<file path="src/rtl/cmp_lt_share_sched_if.sv">
// Request/response bundle for the shared less-than comparator: per-requester operand
// buses with valid/ready, and a single tagged result channel with valid/ready.
interface cmp_lt_share_sched_if #(
    parameter int WIDTH = 32,
    parameter int NREQ  = 4,
    parameter int IDW   = 2
);
    logic [NREQ-1:0]       req_valid;
    logic [NREQ-1:0]       req_ready;
    logic [NREQ*WIDTH-1:0] req_a;
    logic [NREQ*WIDTH-1:0] req_b;
    logic [NREQ*2-1:0]     req_op;
    logic                  rsp_valid;
    logic                  rsp_ready;
    logic [IDW-1:0]        rsp_id;
    logic                  rsp_res;

    modport master (
        output req_valid, req_a, req_b, req_op, rsp_ready,
        input  req_ready, rsp_valid, rsp_id, rsp_res
    );

    modport slave (
        input  req_valid, req_a, req_b, req_op, rsp_ready,
        output req_ready, rsp_valid, rsp_id, rsp_res
    );
endinterface

</file>
<file path="src/rtl/cmp_lt_share_sched.sv">
// Round-robin scheduler sharing one unsigned a<b comparator among NREQ requesters;
// LE/GT/GE are folded onto the LT core by operand swap and result inversion at latch time.
module cmp_lt_share_sched #(
    parameter int WIDTH = 32,
    parameter int NREQ  = 4,
    parameter int IDW   = 2,
    parameter int CNTW  = 16
) (
    input  logic                    clk,
    input  logic                    rst_n,
    cmp_lt_share_sched_if.slave     bus,
    output logic [CNTW-1:0]         cmp_count
);
    localparam int SELW = (NREQ > 1) ? $clog2(NREQ) : 1;

    typedef enum logic [1:0] {IDLE, CMP, RESP} state_e;

    state_e           state_q, state_d;
    logic [SELW-1:0]  last_q, last_d;
    logic [WIDTH-1:0] x_q, x_d, y_q, y_d;
    logic             inv_q, inv_d;
    logic             res_q, res_d;
    logic [IDW-1:0]   id_q, id_d;
    logic [CNTW-1:0]  cnt_q, cnt_d;

    logic [WIDTH-1:0] a_arr  [NREQ];
    logic [WIDTH-1:0] b_arr  [NREQ];
    logic [1:0]       op_arr [NREQ];

    logic             grant_en;
    logic             win_any;
    logic [SELW-1:0]  win_sel;
    logic [SELW-1:0]  cand;
    logic [NREQ-1:0]  ready_c;
    logic             hs;
    logic [1:0]       win_op;

    always_comb begin
        for (int i = 0; i < NREQ; i++) begin
            a_arr[i]  = bus.req_a[i*WIDTH +: WIDTH];
            b_arr[i]  = bus.req_b[i*WIDTH +: WIDTH];
            op_arr[i] = bus.req_op[i*2 +: 2];
        end
    end

    // Search starts one past the last winner, so the previous owner has lowest priority.
    always_comb begin
        grant_en = (state_q == IDLE) || ((state_q == RESP) && bus.rsp_ready);
        win_any  = 1'b0;
        win_sel  = '0;
        cand     = '0;
        for (int k = 1; k <= NREQ; k++) begin
            cand = SELW'((int'(last_q) + k) % NREQ);
            if (!win_any && bus.req_valid[cand]) begin
                win_any = 1'b1;
                win_sel = cand;
            end
        end
        ready_c = '0;
        if (grant_en && win_any) begin
            ready_c[win_sel] = 1'b1;
        end
        hs = |ready_c;
    end

    // NOTE: every signal gets a default before the case so no path leaves one unassigned (no latches).
    always_comb begin
        state_d = state_q;
        last_d  = last_q;
        x_d     = x_q;
        y_d     = y_q;
        inv_d   = inv_q;
        res_d   = res_q;
        id_d    = id_q;
        cnt_d   = cnt_q;
        win_op  = op_arr[win_sel];

        unique case (state_q)
            IDLE: if (hs) state_d = CMP;
            CMP:  begin
                res_d   = (x_q < y_q) ^ inv_q;
                state_d = RESP;
            end
            RESP: if (bus.rsp_ready) state_d = hs ? CMP : IDLE;
            default: state_d = IDLE;
        endcase

        // LE and GT swap operands; LE and GE invert the core result.
        if (hs) begin
            x_d    = (win_op[1] ^ win_op[0]) ? b_arr[win_sel] : a_arr[win_sel];
            y_d    = (win_op[1] ^ win_op[0]) ? a_arr[win_sel] : b_arr[win_sel];
            inv_d  = win_op[0];
            id_d   = IDW'(win_sel);
            last_d = win_sel;
        end

        if ((state_q == RESP) && bus.rsp_ready && (cnt_q != '1)) begin
            cnt_d = cnt_q + CNTW'(1);
        end
    end

    // NOTE: sequential state uses non-blocking assignments so all flops update from pre-edge values.
    always_ff @(posedge clk or negedge rst_n) begin
        if (!rst_n) begin
            state_q <= IDLE;
            last_q  <= SELW'(NREQ - 1);
            x_q     <= '0;
            y_q     <= '0;
            inv_q   <= 1'b0;
            res_q   <= 1'b0;
            id_q    <= '0;
            cnt_q   <= '0;
        end else begin
            state_q <= state_d;
            last_q  <= last_d;
            x_q     <= x_d;
            y_q     <= y_d;
            inv_q   <= inv_d;
            res_q   <= res_d;
            id_q    <= id_d;
            cnt_q   <= cnt_d;
        end
    end

    assign bus.req_ready = ready_c;
    assign bus.rsp_valid = (state_q == RESP);
    assign bus.rsp_id    = id_q;
    assign bus.rsp_res   = res_q;
    assign cmp_count     = cnt_q;
endmodule

</file>
<file path="src/flat_wrapper.sv">
// flat-port wrapper written by rule: the top's interface ports become plain ports
module cmp_lt_share_sched_flat 
#(
    parameter int WIDTH = 32,
    parameter int NREQ  = 4,
    parameter int IDW   = 2,
    parameter int CNTW  = 16
)
  (clk, rst_n, cmp_count, bus_req_valid, bus_req_a, bus_req_b, bus_req_op, bus_rsp_ready, bus_req_ready, bus_rsp_valid, bus_rsp_id, bus_rsp_res);
  cmp_lt_share_sched_if #(.WIDTH(WIDTH), .NREQ(NREQ), .IDW(IDW)) bus_i ();
  input  logic clk;
  input  logic rst_n;
  output logic [CNTW-1:0] cmp_count;
  input wire logic [$bits(bus_i.req_valid)-1:0] bus_req_valid;
  input wire logic [$bits(bus_i.req_a)-1:0] bus_req_a;
  input wire logic [$bits(bus_i.req_b)-1:0] bus_req_b;
  input wire logic [$bits(bus_i.req_op)-1:0] bus_req_op;
  input wire logic [$bits(bus_i.rsp_ready)-1:0] bus_rsp_ready;
  output wire logic [$bits(bus_i.req_ready)-1:0] bus_req_ready;
  output wire logic [$bits(bus_i.rsp_valid)-1:0] bus_rsp_valid;
  output wire logic [$bits(bus_i.rsp_id)-1:0] bus_rsp_id;
  output wire logic [$bits(bus_i.rsp_res)-1:0] bus_rsp_res;
  assign bus_i.req_valid = bus_req_valid;
  assign bus_i.req_a = bus_req_a;
  assign bus_i.req_b = bus_req_b;
  assign bus_i.req_op = bus_req_op;
  assign bus_i.rsp_ready = bus_rsp_ready;
  assign bus_req_ready = bus_i.req_ready;
  assign bus_rsp_valid = bus_i.rsp_valid;
  assign bus_rsp_id = bus_i.rsp_id;
  assign bus_rsp_res = bus_i.rsp_res;
  cmp_lt_share_sched #(.WIDTH(WIDTH), .NREQ(NREQ), .IDW(IDW), .CNTW(CNTW)) u_core (.clk(clk), .rst_n(rst_n), .bus(bus_i), .cmp_count(cmp_count));
endmodule
</file>
<file path="config.mk">
export PLATFORM = sky130hd
export DESIGN_NAME = cmp_lt_share_sched_flat
export DESIGN_NICKNAME = d
export VERILOG_FILES = /design/src/rtl/cmp_lt_share_sched_if.sv /design/src/rtl/cmp_lt_share_sched.sv /design/src/flat_wrapper.sv
export SDC_FILE = /design/constraint.sdc
export NUM_CORES = 1
export LEC_CHECK = 0
export BUFFER_PORTS_ARGS = -buffer_cell sky130_fd_sc_hd__buf_4
export CAP_MARGIN = 15
export CORE_ASPECT_RATIO = 0.5
export CORE_MARGIN = 3
export CORE_UTILIZATION = 50
export DETAILED_ROUTE_END_ITERATION = 7
export PLACE_DENSITY = 0.84
export SLEW_MARGIN = 5
export SYNTH_ARGS = -nofsm -noshare
export SYNTH_HDL_FRONTEND = slang
export SYNTH_SLANG_ARGS = --single-unit
</file>
<file path="constraint.sdc">
create_clock -name clk -period 4.9 [get_ports clk]
set_input_delay 0.735 -clock clk [delete_from_list [all_inputs] [get_ports clk]]
set_output_delay 0.735 -clock clk [all_outputs]
set_load 0.005 [all_outputs]
</file>
# After elaboration in Yosys (flattened, before gate mapping)
# Index checks and enable logic that the tools add are counted.
dict set report classes {
  order_cmp 8
  bitwise 3
  reduce_logical 14
  add_sub_neg 5
  n_mux 34
  n_eq_ne 5
}
# operator n
set ops {}
lappend ops {{2-to-1 mux 32 bit} 6}
lappend ops {{binary-select mux 32 bit (select 2 bit)} 2}
lappend ops {{less-than comparator 32 bit} 1}
lappend ops {{adder 16 x 1 -> 16 bit, second input constant} 1}
lappend ops {{2-to-1 mux 2 bit} 8}
lappend ops {{inequality test 16 bit, second input constant} 1}
lappend ops {{less-than comparator 2 x 3 -> 1 bit, second input constant} 5}
lappend ops {{2-to-1 mux 1 bit} 10}
lappend ops {{binary-select mux 1 bit (select 2 bit)} 4}
lappend ops {{logical AND 1 bit} 7}
lappend ops {{one-hot mux 2 bit (3 select lines)} 1}
lappend ops {{adder 2 x 1 -> 2 bit, second input constant} 2}
lappend ops {{adder 2 bit, second input constant} 2}
lappend ops {{binary-select mux 2 bit (select 2 bit)} 1}
lappend ops {{2-to-1 mux 4 bit} 1}
lappend ops {{OR reduction 4 bit} 1}
lappend ops {{>= comparator 3 bit, second input constant} 1}
lappend ops {{zero test 1 bit} 3}
lappend ops {{NOT 2 -> 3 bit} 1}
lappend ops {{demux 1 bit (select 2 bit)} 1}
lappend ops {{equality test 2 x 1 -> 1 bit, second input constant} 1}
lappend ops {{equality test 2 bit, second input constant} 1}
lappend ops {{>= comparator 2 x 1 -> 1 bit, second input constant} 1}
lappend ops {{zero test 2 bit} 1}
lappend ops {{other kinds (5)} 6}
dict set report totals {
  input_bits 271
  regBits 88
  wordCells 77
  out_inout_bits 24
}

# Logic depth before layout (Yosys ltp)
dict set report logic_depth {
  depth_word 22
  mapped_depth 10
  mapped_depth_nobuf 9
}

# Worst setup path before layout
# OpenSTA, ideal clock, no wires.
dict set report synth_timing {
  path_kind {input -> output}
  startpoint {input bus_req_valid[2]}
  endpoint {output bus_req_ready[1]}
  path_buffers 3
  cell_stages 7
  path_slack_ns 2.122
  arrival_ns 2.043
  path_cell_list {nand2b_1 o22a_1 o21ai_1 buf_2 clkbuf_1 clkbuf_1 and3_1}
}
dict set report synth_between {
  elab_chain_cells 17
  word_cells_on_any_way 29
  cone_classes {order compare (2); mux (19); reduce/logical (8)}
}
# element line_no
set synth_rtl {}
lappend synth_rtl {{from (decl)} flat_wrapper.sv:14} ;# input wire logic [$bits(bus_i.req_valid)-1:0] bus_req_valid;
lappend synth_rtl {{binary-select mux 1 bit (select 2 bit)} cmp_lt_share_sched.sv:54} ;# if (!win_any && bus.req_valid[cand]) begin
lappend synth_rtl {{2-to-1 mux 1 bit (not written as such)} cmp_lt_share_sched.sv:54}
lappend synth_rtl {{2-to-1 mux 1 bit} cmp_lt_share_sched.sv:54}
lappend synth_rtl {{zero test 1 bit} cmp_lt_share_sched.sv:54}
lappend synth_rtl {{logical AND 1 bit} cmp_lt_share_sched.sv:54}
lappend synth_rtl {{2-to-1 mux 1 bit} cmp_lt_share_sched.sv:54}
lappend synth_rtl {{zero test 1 bit} cmp_lt_share_sched.sv:54}
lappend synth_rtl {{logical AND 1 bit} cmp_lt_share_sched.sv:54}
lappend synth_rtl {{2-to-1 mux 1 bit} cmp_lt_share_sched.sv:54}
lappend synth_rtl {{zero test 1 bit} cmp_lt_share_sched.sv:54}
lappend synth_rtl {{logical AND 1 bit} cmp_lt_share_sched.sv:54}
lappend synth_rtl {{2-to-1 mux 2 bit} cmp_lt_share_sched.sv:54}
lappend synth_rtl {{less-than comparator 2 x 3 -> 1 bit (not written as such) or >= comparator 2 x 1 -> 1 bit (tied branches)} cmp_lt_share_sched.sv:61} ;# ready_c[win_sel] = 1'b1;
lappend synth_rtl {{logical AND 1 bit (not written as such)} cmp_lt_share_sched.sv:61}
lappend synth_rtl {{2-to-1 mux 1 bit (not written as such)} cmp_lt_share_sched.sv:61}
lappend synth_rtl {{demux 1 bit (select 2 bit)} --}
lappend synth_rtl {{2-to-1 mux 4 bit (*)} cmp_lt_share_sched.sv:60} ;# if (grant_en && win_any) begin
lappend synth_rtl {{to (decl)} flat_wrapper.sv:19} ;# output wire logic [$bits(bus_i.req_ready)-1:0] bus_req_ready;
# Every way passes the cells marked *; elsewhere a longest branch is shown, timed or not. The select of a mux whose other input is x is not followed.

# Worst setup path after layout
dict set report layout_timing {
  startpoint {register u_core.last_q[1]}
  endpoint {output bus_req_ready[3]}
}
dict set report layout_between {
  elab_chain_cells 18
  word_cells_on_any_way 33
  cone_classes {add/sub (4); order compare (2); mux (19); reduce/logical (8)}
}
# element line_no
set layout_rtl {}
lappend layout_rtl {{from (decl)} cmp_lt_share_sched.sv:19} ;# logic [SELW-1:0] last_q, last_d;
lappend layout_rtl {{from (signal assigned)} cmp_lt_share_sched.sv:106} ;# last_q <= SELW'(NREQ - 1);
lappend layout_rtl {{from (signal assigned)} cmp_lt_share_sched.sv:115} ;# last_q <= last_d;
lappend layout_rtl {{adder 2 x 1 -> 2 bit} cmp_lt_share_sched.sv:53} ;# cand = SELW'((int'(last_q) + k) % NREQ);
lappend layout_rtl {{binary-select mux 1 bit (select 2 bit)} cmp_lt_share_sched.sv:54}
lappend layout_rtl {{2-to-1 mux 1 bit (not written as such)} cmp_lt_share_sched.sv:54}
lappend layout_rtl {{2-to-1 mux 1 bit} cmp_lt_share_sched.sv:54}
lappend layout_rtl {{zero test 1 bit} cmp_lt_share_sched.sv:54}
lappend layout_rtl {{logical AND 1 bit} cmp_lt_share_sched.sv:54}
lappend layout_rtl {{2-to-1 mux 1 bit} cmp_lt_share_sched.sv:54}
lappend layout_rtl {{zero test 1 bit} cmp_lt_share_sched.sv:54}
lappend layout_rtl {{(+2 left out)} --}
lappend layout_rtl {{zero test 1 bit} cmp_lt_share_sched.sv:54}
lappend layout_rtl {{logical AND 1 bit} cmp_lt_share_sched.sv:54}
lappend layout_rtl {{2-to-1 mux 2 bit} cmp_lt_share_sched.sv:54}
lappend layout_rtl {{less-than comparator 2 x 3 -> 1 bit (not written as such) or >= comparator 2 x 1 -> 1 bit (tied branches)} cmp_lt_share_sched.sv:61}
lappend layout_rtl {{logical AND 1 bit (not written as such)} cmp_lt_share_sched.sv:61}
lappend layout_rtl {{2-to-1 mux 1 bit (not written as such)} cmp_lt_share_sched.sv:61}
lappend layout_rtl {{demux 1 bit (select 2 bit)} --}
lappend layout_rtl {{2-to-1 mux 4 bit (*)} cmp_lt_share_sched.sv:60}
# Marks and branches as above.

==> flow_summary_export.csv <==
group,metric,value,unit
clock_network,root_buffer,"clkbuf_16",
global_route,track_usage,25.1,%
final_layout,n_antenna_cell,0,
floorplan,initial_utilization,52.6,%
synthesis,ys_ff_latch,88,
power_and_ir_drop,p_total,5470,uW
final_layout,syn2layout_area_growth,38.0,%
synthesis,synth_area_per_cell,7.86,sq um
clock_network,cts_sinks,88,
global_route,grt_remaining_overflow,0,
placed_design,dpl.hpwl,15100,microns
placed_design,place_area,0.00911,sq mm
synthesis,synth_edf_count,0,
power_and_ir_drop,vdd_drop_max,0.378,mV
route,wl,20000,microns
floorplan,core,0.0130,sq mm
synthesis,ys_warn_count,0,
final_layout,final_nets,1420,
critical_path,cp_data_arrival_time,2.66,ns
timing,slew_headroom,28.8,%
clock_network,cts_buffers,9,
route,ant_nets,0,
final_layout,drive_above_1_share,29.6,%
timing,final.setup.tns,0,ns
floorplan,die_x,172,microns
global_route,antenna_found_initial,0,
critical_path,cp_max_fo,80,
timing,clock.fmax,0.294,GHz
critical_path,reg2reg_from,"u_core.last_q[1]",
route,drc_errors,0,
clock_network,htree_levels,3,
synthesis,synth-main-ff-cell,"dfrtp_1",
critical_path,worstPathRequired,4.16,ns
clock_network,clk_path_buf_depth,2,
synthesis,synth_cell_types,47,
timing,clock_skew,0.00718,ns
floorplan,dieArea,0.0152,sq mm
synthesis,syn_area,0.00685,sq mm
route,vias,7251,
timing,worstMarginPinSlew,1.07,ns
critical_path,reg2reg_to,"u_core.x_q[2]",
timing,finalSetupViolCount,0,
critical_path,cp-end-kind,"output pin",
critical_path,reg2reg_slack,1.83,ns
critical_path,cp-start-kind,"flop",
power_and_ir_drop,power.density,578,mW/mm^2
route,via_per_inst,5.61,
synthesis,synth_area_leader_cell,"dfrtp_1",
floorplan,die_h,88.8,microns
synthesis,yosys-top-cells-area,"dfrtp_1 31%, nand2_1 9.8%, a211oi_1 7.2%",
clock_network,post_cts_resized,0,
timing,slew_viol_final,0,
synthesis,yosysTopAreaCellShare,31.4,%
route,first_iter_violations,464,
route,dr.pass1.iters,5,
synthesis,synth_seq_area_share,32.2,%
global_route,grt_max_degree,120,
synthesis,netlist_top_cells_count,"179 x nand2_1, 86 x dfrtp_1, 66 x a211oi_1, 65 x a31oi_1, 55 x and2_1",
clock_network,post-cts-setup-buffers,0,
timing,fin_crit,3.40,ns
placed_design,gp_congestion,0.817,
placed_design,port_buffers,294,
power_and_ir_drop,p_leak,0.00451,uW
final_layout,fin_area,0.00946,sq mm
run,max_cap_viol_count,0,
critical_path,crit_chain,"nand3b_1 -> a31oi_4 -> buf_4 -> nand2_1 -> nor2b_1 -> buf_4",
synthesis,async_reset_ff_share,100,%
worst_hold_path,hp-class,"in2async",
synthesis,syn_inst,872,
critical_path,reg2regPathDepth,9,
critical_path,cp_common_cell,"buf_4",
floorplan,rows,29,
clock_network,worst_skew_pair.late_latency,0.34,ns
global_route,grt_pass1_wl,31300,microns
critical_path,slowest_stage,"buf_4",
timing,final-hold-violation-count,0,
synthesis,synth.most_common_cell,"nand2_1",
floorplan,ioPinCount,295,
status,status,"finished clean",
critical_path,max_stage_delay,0.68,ns
global_route,grt_pass1_vias,7026,
synthesis,synth_nets,1175,
critical_path,criticalPathCategory,"reg2out",
timing,fin_crit_sh,69.4,%
final_layout,final_core_util,72.6,%
route,wl_per_cell,15.5,microns
timing,rsz0062_at_grt,"false",
clock_network,clkTransAtPathRegs,0.07,ns
clock_network,cts_tree,"yes",
clock_network,hold_buffers,0,
==> layout make-up <==
type,instances,area (sq um)
fillers,1034,3560
repair buffers,305,2320
multi-input cells,677,4270
clock buffers,10,229
clock inverters,6,91.3
inverters,36,135
flip-flops and latches,88,2200
well taps,170,213
==> stage by stage <==
stage               std cells  worst slack [ns]  hold WS (ns)
floorplan                 872              2.12         0.439
global placement         1275              1.45         0.481
detailed placement       1275              1.32         0.479
CTS                      1291              1.52         0.400
global route             1292              1.32         0.421
finish                   1292              1.50         0.379
==> cells by family (layout without fill, tap and decap cells) <==
kind of cell	Yosys count	in the layout	share of synthesized area, %
AND/OR/NAND/NOR	352	352	23.3
flip-flops	88	88	32.2
adder cells (fa/ha/maj)	32	32	5.84
buffers and inverters	107	357	6.30
XOR/XNOR	16	16	2.15
multiplexers	43	43	6.39
AO/OA/AOI/OAI	234	234	23.8
==> layout by cell type, fill, tap and decap left out, types with 2 or more instances in the layout <==
| cell type | Yosys | routed |
|---|---|---|
| buf_4 | 4 | 303 |
| nand2_1 | 179 | 179 |
| dfrtp_1 | 86 | 86 |
| a211oi_1 | 66 | 66 |
| a31oi_1 | 65 | 65 |
| and2_1 | 55 | 55 |
| nor2_1 | 42 | 42 |
| nand3_1 | 40 | 40 |
| mux2i_1 | 39 | 39 |
| a21oi_1 | 38 | 38 |
| inv_1 | 36 | 36 |
| ha_1 | 32 | 32 |
| o221ai_1 | 31 | 31 |
| xnor2_1 | 12 | 12 |
| a21o_1 | 11 | 11 |
| and2_0 | 11 | 11 |
| clkbuf_16 | 0 | 9 |
| o21ai_0 | 7 | 7 |
| nand2b_1 | 6 | 6 |
| nand4_1 | 6 | 6 |
| xor2_1 | 3 | 3 |
| and3_1 | 3 | 3 |
| nor2b_1 | 3 | 3 |
| mux2_2 | 3 | 3 |
| nor3_1 | 3 | 3 |
| a221oi_1 | 3 | 2 |
| inv_6 | 0 | 2 |
| bufinv_16 | 0 | 2 |
| dfstp_2 | 2 | 2 |
==> where the power goes <==
part / internal (uW) / switching (uW)
Sequential: 1070 / 174
Combinational: 1490 / 2000
Clock: 451 / 287
==> how the worst max path moves through the flow <==
| stage | startpoint | end | slack [ns] | cells past startpoint |
|---|---|---|---|---|
| final | u_core.last_q[1] | bus_req_ready[3] | 1.50 | 6 |
| after detailed placement | bus_req_valid[0] | u_core.x_q[2] | 1.32 | 9 |
| after CTS | u_core.last_q[1] | bus_req_ready[3] | 1.52 | 6 |
| after global routing | u_core.last_q[1] | bus_req_ready[3] | 1.32 | 6 |
| after global placement | bus_req_valid[0] | u_core.x_q[4] | 1.45 | 9 |
| after floorplan | bus_req_valid[2] | bus_req_ready[1] | 2.12 | 7 |
==> critical path, delay by kind of cell (launching register included) <==
| family | cells | cell delay [ns] |
|---|---|---|
| flops | 1 | 0.62 |
| compound gates | 1 | 0.31 |
| buf+inv | 2 | 0.80 |
| simple gates | 3 | 0.57 |
==> sequential cells by signal (all words and copies together), names as in the netlist <==
| name | count |
|---|---|
| u_core.bus.rsp_id | 2 |
| u_core.bus.rsp_res | 1 |
| u_core.cmp_count | 16 |
| u_core.inv_q | 1 |
| u_core.last_q | 2 |
| u_core.state_q | 2 |
| u_core.x_q | 32 |
| u_core.y_q | 32 |
==> layer usage <==
layer / vias up / part of all wire, % / global-route usage [%]
li1: 3611 / - / -
met1: 3419 / 42 / 31.4
met2: 196 / 51 / 44.9
met3: 25 / 5.8 / 5.35
met4: 0 / 1.3 / 6.50
met5: - / 0 / 0
(Power assumes the default switching activity.)
